## src/rtl/access_requester.sv

```systemverilog
// Initiator side of the request/confirm/password access protocol.
// Runs one command at a time, retries on timeout, and reports granted/denied/error.
module access_requester #(
    parameter int TIMEOUT     = 8,
    parameter int MAX_RETRY   = 2,
    parameter int HOLD_CYCLES = 4,
    parameter int RW          = 2
) (
    input  logic          clk,
    input  logic          rst_n,
    input  logic          start,
    input  logic [3:0]    cmd_d,
    input  logic [3:0]    cmd_password,
    input  logic          even_enable_i,
    input  logic          odd_enable_i,
    output logic          request,
    output logic          confirm,
    output logic [3:0]    password,
    output logic [3:0]    d,
    output logic          busy,
    output logic          done,
    output logic          granted,
    output logic          denied,
    output logic          proto_err,
    output logic [RW-1:0] retries_used
);

    typedef enum logic [2:0] {
        S_IDLE,
        S_REQ,
        S_CONF,
        S_WAIT,
        S_HOLD,
        S_RELEASE,
        S_DONE
    } state_t;

    localparam int TW = (TIMEOUT > 1) ? $clog2(TIMEOUT) : 1;
    localparam int HW = (HOLD_CYCLES > 1) ? $clog2(HOLD_CYCLES) : 1;
    localparam logic [TW-1:0] TIMER_LAST = TW'(TIMEOUT - 1);
    localparam logic [HW-1:0] HOLD_LAST  = HW'(HOLD_CYCLES - 1);
    localparam logic [RW-1:0] RETRY_MAX  = RW'(MAX_RETRY);

    state_t        state;
    logic [TW-1:0] timer;
    logic [HW-1:0] hold_cnt;
    logic [RW-1:0] retries;
    logic          retry;
    logic          exp_grant;
    logic          other_grant;

    // The latched target's low bit picks which grant line counts as a grant.
    assign exp_grant   = d[0] ? odd_enable_i  : even_enable_i;
    assign other_grant = d[0] ? even_enable_i : odd_enable_i;

    // NOTE: every register here is state, so all updates are non-blocking to
    // avoid ordering races between processes sharing the clock edge.
    always_ff @(posedge clk or negedge rst_n) begin
        if (!rst_n) begin
            state        <= S_IDLE;
            request      <= 1'b0;
            confirm      <= 1'b0;
            password     <= '0;
            d            <= '0;
            busy         <= 1'b0;
            done         <= 1'b0;
            granted      <= 1'b0;
            denied       <= 1'b0;
            proto_err    <= 1'b0;
            retries_used <= '0;
            timer        <= '0;
            hold_cnt     <= '0;
            retries      <= '0;
            retry        <= 1'b0;
        end else begin
            case (state)
                S_IDLE: begin
                    if (start) begin
                        d         <= cmd_d;
                        password  <= cmd_password;
                        granted   <= 1'b0;
                        denied    <= 1'b0;
                        proto_err <= 1'b0;
                        retries   <= '0;
                        retry     <= 1'b0;
                        busy      <= 1'b1;
                        request   <= 1'b1;
                        state     <= S_REQ;
                    end
                end
                S_REQ: begin
                    confirm <= 1'b1;
                    state   <= S_CONF;
                end
                S_CONF: begin
                    confirm <= 1'b0;
                    timer   <= '0;
                    state   <= S_WAIT;
                end
                S_WAIT: begin
                    if (exp_grant) begin
                        granted  <= 1'b1;
                        retry    <= 1'b0;
                        hold_cnt <= '0;
                        state    <= S_HOLD;
                    end else if (other_grant) begin
                        proto_err <= 1'b1;
                        retry     <= 1'b0;
                        request   <= 1'b0;
                        state     <= S_RELEASE;
                    end else if (timer == TIMER_LAST) begin
                        request <= 1'b0;
                        state   <= S_RELEASE;
                        if (retries < RETRY_MAX) begin
                            retries <= retries + RW'(1);
                            retry   <= 1'b1;
                        end else begin
                            denied <= 1'b1;
                            retry  <= 1'b0;
                        end
                    end else begin
                        timer <= timer + TW'(1);
                    end
                end
                S_HOLD: begin
                    if (hold_cnt == HOLD_LAST) begin
                        request <= 1'b0;
                        state   <= S_RELEASE;
                    end else begin
                        hold_cnt <= hold_cnt + HW'(1);
                    end
                end
                S_RELEASE: begin
                    // One request-low cycle always separates attempts.
                    if (retry) begin
                        request <= 1'b1;
                        state   <= S_REQ;
                    end else begin
                        done         <= 1'b1;
                        retries_used <= retries;
                        state        <= S_DONE;
                    end
                end
                S_DONE: begin
                    done  <= 1'b0;
                    busy  <= 1'b0;
                    state <= S_IDLE;
                end
                default: state <= S_IDLE;
            endcase
        end
    end

endmodule
```

## config.mk

```make
export PLATFORM = sky130hd
export DESIGN_NAME = access_requester
export DESIGN_NICKNAME = d
export VERILOG_FILES = /design/src/rtl/access_requester.sv
export SDC_FILE = /design/constraint.sdc
export NUM_CORES = 1
export LEC_CHECK = 0
export BUFFER_PORTS_ARGS = -buffer_cell sky130_fd_sc_hd__clkbuf_2
export CORE_MARGIN = 10
export CORE_UTILIZATION = 56
export CTS_CLUSTER_SIZE = 14
export DETAILED_ROUTE_END_ITERATION = 8
export GPL_TIMING_DRIVEN = 0
export PLACE_DENSITY_LB_ADDON = 0.08
export SKIP_LAST_GASP = 1
export SYNTH_ARGS = -nofsm -noshare
export SYNTH_HDL_FRONTEND = slang
export SYNTH_SLANG_ARGS = --single-unit
```

## constraint.sdc

```tcl
create_clock -name clk -period 5.2 [get_ports clk]
set_clock_uncertainty 0.2 [all_clocks]
set_input_delay 0.78 -clock clk [delete_from_list [all_inputs] [get_ports clk]]
set_output_delay 0.78 -clock clk [all_outputs]
set_load 0.03 [all_outputs]
```

* After elaboration in Yosys (flattened, before gate mapping)
Index checks and enable logic that the tools add are counted.
** Storage, ports and cells
- Bits of input ports :: 13
- Logic and storage cells :: 113
- Output and inout bits :: 17
- Bits in registers :: 28
** Operators by class
- Bitwise logic cells :: 1
- Add/subtract/negate cells :: 3
- Magnitude comparators :: 1
- Reduce and logical (&&, ||, !) cells :: 21
- Equal/unequal tests :: 23
- Muxes and demuxes :: 49
** Operators with widths (number)
- 2-to-1 mux 3 bit :: 9
- != test 2 bit (second input constant) :: 13
- 2-to-1 mux 1 bit :: 21
- case mux 3 bit (6 select lines) :: 1
- AND reduction 6 bit :: 3
- 2-to-1 mux 2 bit :: 7
- case mux 1 bit (2 select lines) :: 7
- == test 3 bit (second input constant) :: 4
- AND reduction 3 bit :: 4
- nonzero test 2 bit :: 6
- case mux 2 bit (2 select lines) :: 2
- AND reduction 2 bit :: 4
- AND reduction 4 bit :: 2
- == test 3 x 2 -> 1 bit (second input constant) :: 2
- case mux 3 bit (2 select lines) :: 1
- adder 2 x 1 -> 2 bit (second input constant) :: 2
- != test 4 bit (second input constant) :: 1
- case mux 1 bit (4 select lines) :: 1
- nonzero test 4 bit :: 1
- adder 3 x 1 -> 3 bit (second input constant) :: 1
- == test 3 x 1 -> 1 bit (second input constant) :: 1
- zero test 3 bit :: 1
- != test 3 bit (second input constant) :: 1
- == test 2 bit (second input constant) :: 1
- other kinds (2) :: 2

* Depth between registers and ports, before layout
Gate-level depths: netlist of the first run.
- Word-level depth :: 6
- Depth in mapped cells :: 7
- Mapped depth without buffers :: 6

* Least setup slack after synthesis of the first run
OpenSTA, ideal clock, no wires.
- Path type :: input -> register
- Start :: input port even_enable_i
- End :: register timer[1]
- Arrival time :: 1520 ps
- Path buffers :: 1
- Setup slack :: 3357 ps
- Stages :: 4
- Required time :: 4878 ps
- Cell sequence :: or3_1 buf_6 a22oi_1 o21ai_1
** On the way
- Cells in the longest elaborated chain, start to end :: 3
- Elaborated cells on any way between the ends :: 5
- Those cells by class :: eq/ne: 2; mux: 2; reduce/logical: 1
** RTL lines
- start, declared :: line 14 : input logic even_enable_i,
- 2-to-1 mux 1 bit (on tied branches) :: line 54, 53
- != test 2 bit (no line)
- AND reduction 4 bit (no line) (*)
- end signal, assigned :: line 122 : timer <= timer + TW'(1);
- end, declared :: line 45 : logic [TW-1:0] timer;
Every way passes the cells marked *; elsewhere a longest branch is shown, timed or not.
A chain may end at the register's enable or synchronous reset.

* Final worst setup path of the first run
- Start :: register d[0]
- End :: output port d[0]
** RTL lines
- start, declared :: line 19 : output logic [3:0] d,
- start signal, assigned :: line 79 : d <= cmd_d;
No word-level cell between the ends.

==> metrics.txt, run 1 <==
largest net degree at the start of global routing 29; DR vias/cell 5.61; fin crit period 2010 ps; post-synth top area share 52.7%; Post-synth EDFFs 0; first drt pass iteration count 5; routability congestion estimate 0.799; delay-heaviest family, CP flip-flops; slowest stage delay, CP 460 ps; most area-hungry cell type in the Yosys netlist dfrtp_1; mapped cell area 1330 um^2; type of origin of the critical path flip-flop; CP Capture Type primary output; Lkg Pwr 0.790 nW; clock sinks 28; Hold Vio Cnt, Final 0; Hold WC Path Type in2async; Fmax 497 MHz; peak supply drop 0.408 mV; final setup fails 0; Hold Buf Count CTS 0; share of layout cells above drive strength 1 25.9%; top post-synthesis cells by area dfrtp_1 (53%), nand2_1 (8.7%), a21oi_1 (3.8%); Placeable Area 2230 um^2; Yosys warnings 0; ys async rst share 100%; DP Cell Count 194; die height 68.7 um; top-count cell post-synth nand2_1; initial DRC count 48; Worst Max-Slew Pin Slew 683 ps; Mapped Cells 137; n_diodes 0; relative slew slack 54.5%; CP Max Fanout 5; Final Instance Count excl. Fillers 198; area grow syn2layout 16.3%; global route overflow 0; Ports 30; top_reg_cell synth dfrtp_1; CTS buffer count 3; WHS 257 ps; Crit path arrival time 1030 ps; IO buf count 29; num rows 17; total track usage 14.2%; Slowest cell on crit path dfrtp_1; clk buf depth 2; CTS tree built; total of max-cap violations 0; H-tree depth 1; syn_area_per_cell 9.71 um^2; Detailed Route WL 3.04 mm; first-pass GRT wire length 5.29 mm; Final nets 187; Max Slew Vio Count 0; cts repair resizes 0; Final ANT Viol Nets 0; status completed; syn nets 153; Fill cells 184; vias in the first global route 1235; Post-synth top cells nand2_1 (31), dfrtp_1 (28), a21oi_1 (10), o21ai_0 (10), nor2_1 (7); worst path cell trace clkbuf_2; vias 1111; Crit Path Category reg2out; drt drc 0; P per Cell Area 572 nW/um^2; Starting Density 59.6%; Data required, critical path 4220 ps; Fin Setup TNS 0 ps; setup bufs post-CTS 0; routed len/inst 15.3 um; synth unique cells 35; sequential-to-total area share from yosys stat 52.7%; antenna violations before repair 0; CTS root buffer clkbuf_4; clock-pin slew on the worst setup and hold paths 150 ps; Die ar. 4720 um^2; DP HPWL 2.34 mm; RSZ-0062 raised after global routing false; Worst-Skew Late Latency 330 ps; Final Cycle Share 38.7%; Die W 68.7 um; WP buf/inv 1; Power Total 0.000885 W; post-synthesis register bit count 28
==> placed cells by master (no fill, tap or decap), types with 2 or more instances in the layout <==
master / synthesis / routed
a21o_1: 2 / 2
a21oi_1: 10 / 10
a22oi_1: 2 / 2
a31oi_1: 3 / 3
buf_2: 2 / 2
buf_4: 3 / 3
clkbuf_2: 0 / 29
clkbuf_4: 0 / 3
dfrtp_1: 28 / 28
ha_1: 3 / 3
inv_1: 5 / 5
mux2_2: 3 / 3
mux2i_1: 2 / 2
nand2_1: 31 / 31
nand2b_1: 2 / 2
nor2_1: 7 / 7
nor3_1: 4 / 4
o21ai_0: 10 / 10
o21ai_1: 2 / 2
==> logic make-up after synthesis <==
family / after synthesis / share of synthesized area (%)
and+or+nand+nor: 55 / 19.9
adders and majority gates: 3 / 2.82
AOI/OAI and AO/OA: 35 / 15.8
muxes: 5 / 4.05
DFF: 28 / 52.7
buffers and inverters: 11 / 4.70
==> power by group <==
group	internal [W]	switching (W)
logic	0.000142	0.000287
clock network	0.0000429	0.0000634
registers	0.000295	0.0000533
total	0.000480	0.000404
==> final timing paths <==
check                                  from          end  slack (ps)  cells past startpoint
worst min register to register  password[2]  password[2]         300                      2
min in group clk                password[2]  password[2]         300                      2
worst min-delay path                  rst_n      confirm         260                      1
worst max register to register     timer[0]     timer[1]        3270                      6
worst max-delay path                   d[0]         d[0]        3190                      1
max in group asynchronous             rst_n  password[2]        4110                      1
==> through the flow <==
step	utilization [%]	area, um^2	worst slack (ps)
after detailed placement	67.6	1510	3120
after CTS	69.2	1550	3190
after floorplan	-	1330	3360
after global placement	67.6	1510	3180
after global routing	69.2	1550	3150
final	69.2	1550	3190
==> layer usage <==
metal | wire, um | global-route usage, % | vias to the layer above
li1 | - | - | 539
met1 | 1250 | 16.0 | 538
met2 | 1540 | 25.2 | 30
met3 | 218 | 4.51 | 4
met4 | 23 | 3.94 | 0
met5 | 0 | 0 | -
==> sequential cells by signal, summed over array words and instances (netlist names) <==
register and cells:
granted 1, state 3, password 4, hold_cnt 2
busy 1, done 1, denied 1, proto_err 1
timer 3, confirm 1, request 1, d 4
retries_used 2, retry 1, retries 2
==> area by class of cell <==
cell class,instances,area (um^2),share of cell area (%)
clock buffers,4,36.3,2.35
flip-flops and latches,28,701,45.3
inverters,5,18.8,1.21
plain buffers,6,43.8,2.83
well taps,28,35.0,2.27
repair buffers,29,145,9.39
multi-input cells,98,567,36.7
Power figures use the tool's default switching activity.
==> run 2, diff against run 1 <==
--- a/config.mk
+++ b/config.mk
@@ -7,7 +7,7 @@
 export LEC_CHECK = 0
 export BUFFER_PORTS_ARGS = -buffer_cell sky130_fd_sc_hd__clkbuf_2
 export CORE_MARGIN = 10
-export CORE_UTILIZATION = 56
+export CORE_UTILIZATION = 52
 export CTS_CLUSTER_SIZE = 14
 export DETAILED_ROUTE_END_ITERATION = 8
 export GPL_TIMING_DRIVEN = 0
==> constraint.sdc (replaced) <==
create_clock -name clk -period 1.9 [get_ports clk]
set_clock_uncertainty 0.2 [all_clocks]
set_input_delay 0.285 -clock clk [delete_from_list [all_inputs] [get_ports clk]]
set_output_delay 0.285 -clock clk [all_outputs]
set_load 0.03 [all_outputs]
==> run 2 against run 1 <==
Compared with the run above:
- sequential power rose to 2.7 times the previous value
- worst setup slack worse by 3100 ps
- utilization is 1.6 points lower
- final cell count up 6.1%
- count of clock-buffer cells in the layout shrank 1
- via count up 0.72%
- hold slack got worse by 160 ps
- combinational power grew to 2.8 times the previous value
- sequential share of layout area decreased by 3.1 points
==> metrics.txt, run 2 (synthesized netlist as in run 1, its figures left out) <==
Data required, critical path 1960 ps (was 4220 ps); initial DRC count 48 (unchanged); final setup fails 0 (unchanged); clock-pin slew on the worst setup and hold paths 140 ps (was 150 ps); largest net degree at the start of global routing 29 (unchanged); share of layout cells above drive strength 1 26.7% (was 25.9%); Final Cycle Share 95.3%; global route overflow 0 (unchanged); Hold Vio Cnt, Final 0 (unchanged); CP Max Fanout 6 (was 5); first-pass GRT wire length 5.22 mm (was 5.29 mm); Sw Pwr 0.00109 W (was 0.000404 W); clock sinks 28 (unchanged); Placeable Area 2450 um^2 (was 2230 um^2); peak supply drop 0.947 mV (was 0.408 mV); CTS tree built (unchanged); drt drc 0 (unchanged); CP Capture Type flip-flop (was primary output); total track usage 12.3% (was 14.2%); clk buf depth 2 (unchanged); commonest cells after routing, fill and taps aside nand2_1 (31), clkbuf_2 (29), dfrtp_1 (28), a21oi_1 (10), o21ai_0 (10) (unchanged); Power Total 0.00240 W (was 0.000885 W); Worst Max-Slew Pin Slew 673 ps (was 683 ps); first drt pass iteration count 4 (was 5); Flop pwr share 39.3% (was 39.4%); n_diodes 0 (unchanged); H-tree depth 1 (unchanged); Clk pwr share 9.9% (was 12.0%); total of max-cap violations 0 (unchanged); Ports 30 (unchanged); routed len/inst 14.3 um (was 15.3 um); Crit path arrival time 1870 ps (was 1030 ps); logic gate share of total power 50.8% (was 48.6%); Fmax 552 MHz; Die ar. 4980 um^2 (was 4720 um^2); Fin Setup TNS 0 ps (unchanged); Starting Density 54.2% (was 59.6%); area grow syn2layout 24.8% (was 16.3%); status completed (unchanged); Crit Path Category reg2reg (was reg2out); fin crit period 1810 ps; Max Slew Vio Count 0 (unchanged); IO buf count 29 (unchanged); type of origin of the critical path flip-flop (unchanged); CTS buffer count 3 (unchanged); Internal Power 0.00131 W (was 0.000480 W); relative slew slack 55.1% (was 54.5%); Die W 70.6 um (was 68.7 um); DR vias/cell 5.33 (was 5.61); vias 1119 (was 1111); vias in the first global route 1173 (was 1235); antenna violations before repair 0 (unchanged); biggest regs d: 4 flops, password: 4 flops (unchanged); Lkg Pwr 0.826 nW (was 0.790 nW); sw frac 45.4% (was 45.7%); die height 70.6 um (was 68.7 um); num rows 18 (was 17); commonest non-fill, non-tap cell in the layout nand2_1 (unchanged); Detailed Route WL 3.01 mm (was 3.04 mm); P per Cell Area 1450 nW/um^2 (was 572 nW/um^2); CTS root buffer clkbuf_4 (unchanged); DP HPWL 2.27 mm (was 2.34 mm); Hold WC Path Type in2reg (was in2async); Final ANT Viol Nets 0 (unchanged); Final nets 198 (was 187); Worst-Skew Late Latency 320 ps (was 330 ps); routability congestion estimate 0.838 (was 0.799); RSZ-0062 raised after global routing false (unchanged)
-- run 2: path summary, 6_finish.rpt --
| kind | from | to | slack, ps | depth (start not counted) |
|---|---|---|---|---|
| min in group asynchronous | rst_n | confirm | 310 | 2 |
| max in group asynchronous | rst_n | retries_used[0] | 760 | 2 |
| max | timer[0] | timer[1] | 90 | 7 |
| min | start | state[0] | 100 | 3 |
| max reg2reg | timer[0] | timer[1] | 90 | 7 |
| min reg2reg | d[3] | d[3] | 290 | 2 |
-- run 2: through the flow --
stage               hold slack (ps)  utilization [%]  setup slack (ps)  area (um^2)  std cells
CTS                            94.2             66.5             0.375         1630        209
floorplan                      -211                -               136         1330        137
detailed placement              153             61.6              25.1         1510        196
global route                    112             67.6              3.38         1660        210
global placement                152             61.6              62.0         1510        196
finish                         98.9             67.6              88.9         1660        210
-- run 2: cell type report --
type / instances / area (um^2)
Fill cell: 208 / 795
Sequential cell: 28 / 701
Multi-Input combinational cell: 98 / 587
Timing Repair Buffer: 40 / 250
Buffer: 6 / 43.8
Tap cell: 30 / 37.5
Clock buffer: 3 / 22.5
Inverter: 5 / 18.8
-- run 2: per-layer routing --
metal | share of wire (%) | vias to the layer above | wire [um] | track usage (%)
met4 | 0.93 | 0 | 28 | 4.09
met5 | 0 | - | 0 | 0
met1 | 43 | 530 | 1290 | 14.0
met2 | 51 | 23 | 1550 | 21.9
li1 | - | 562 | - | -
met3 | 4.7 | 4 | 142 | 3.07
-- run 2: worst max-delay path, cell delays in order, from the launching register on --
cell	delay, ps
dfrtp_1	410
ha_2	200
ha_4	170
or3_4	320
buf_6	140
nor2_4	100
a22oi_1	80
o21ai_1	130
-- run 2: power by group through the flow --
stage | Clock [W] | Sequential [W] | Combinational (W)
final | 0.000238 | 0.000944 | 0.00122
after global routing | 0.000273 | 0.000976 | 0.00136
after CTS | 0.000250 | 0.000944 | 0.00122
after detailed placement | 0 | 0.000962 | 0.00118
after global placement | 0 | 0.000945 | 0.00114
after floorplan | 0 | 0.00122 | 0.000575
-- run 2: repair_timing --
item                                   in CTS  in global routing
hold buffers                                9                  0
gates resized for setup                     0                  4
setup endpoints to repair                   3                  5
buffers inserted                            1                  1
endpoints found under the hold margin      36                  0
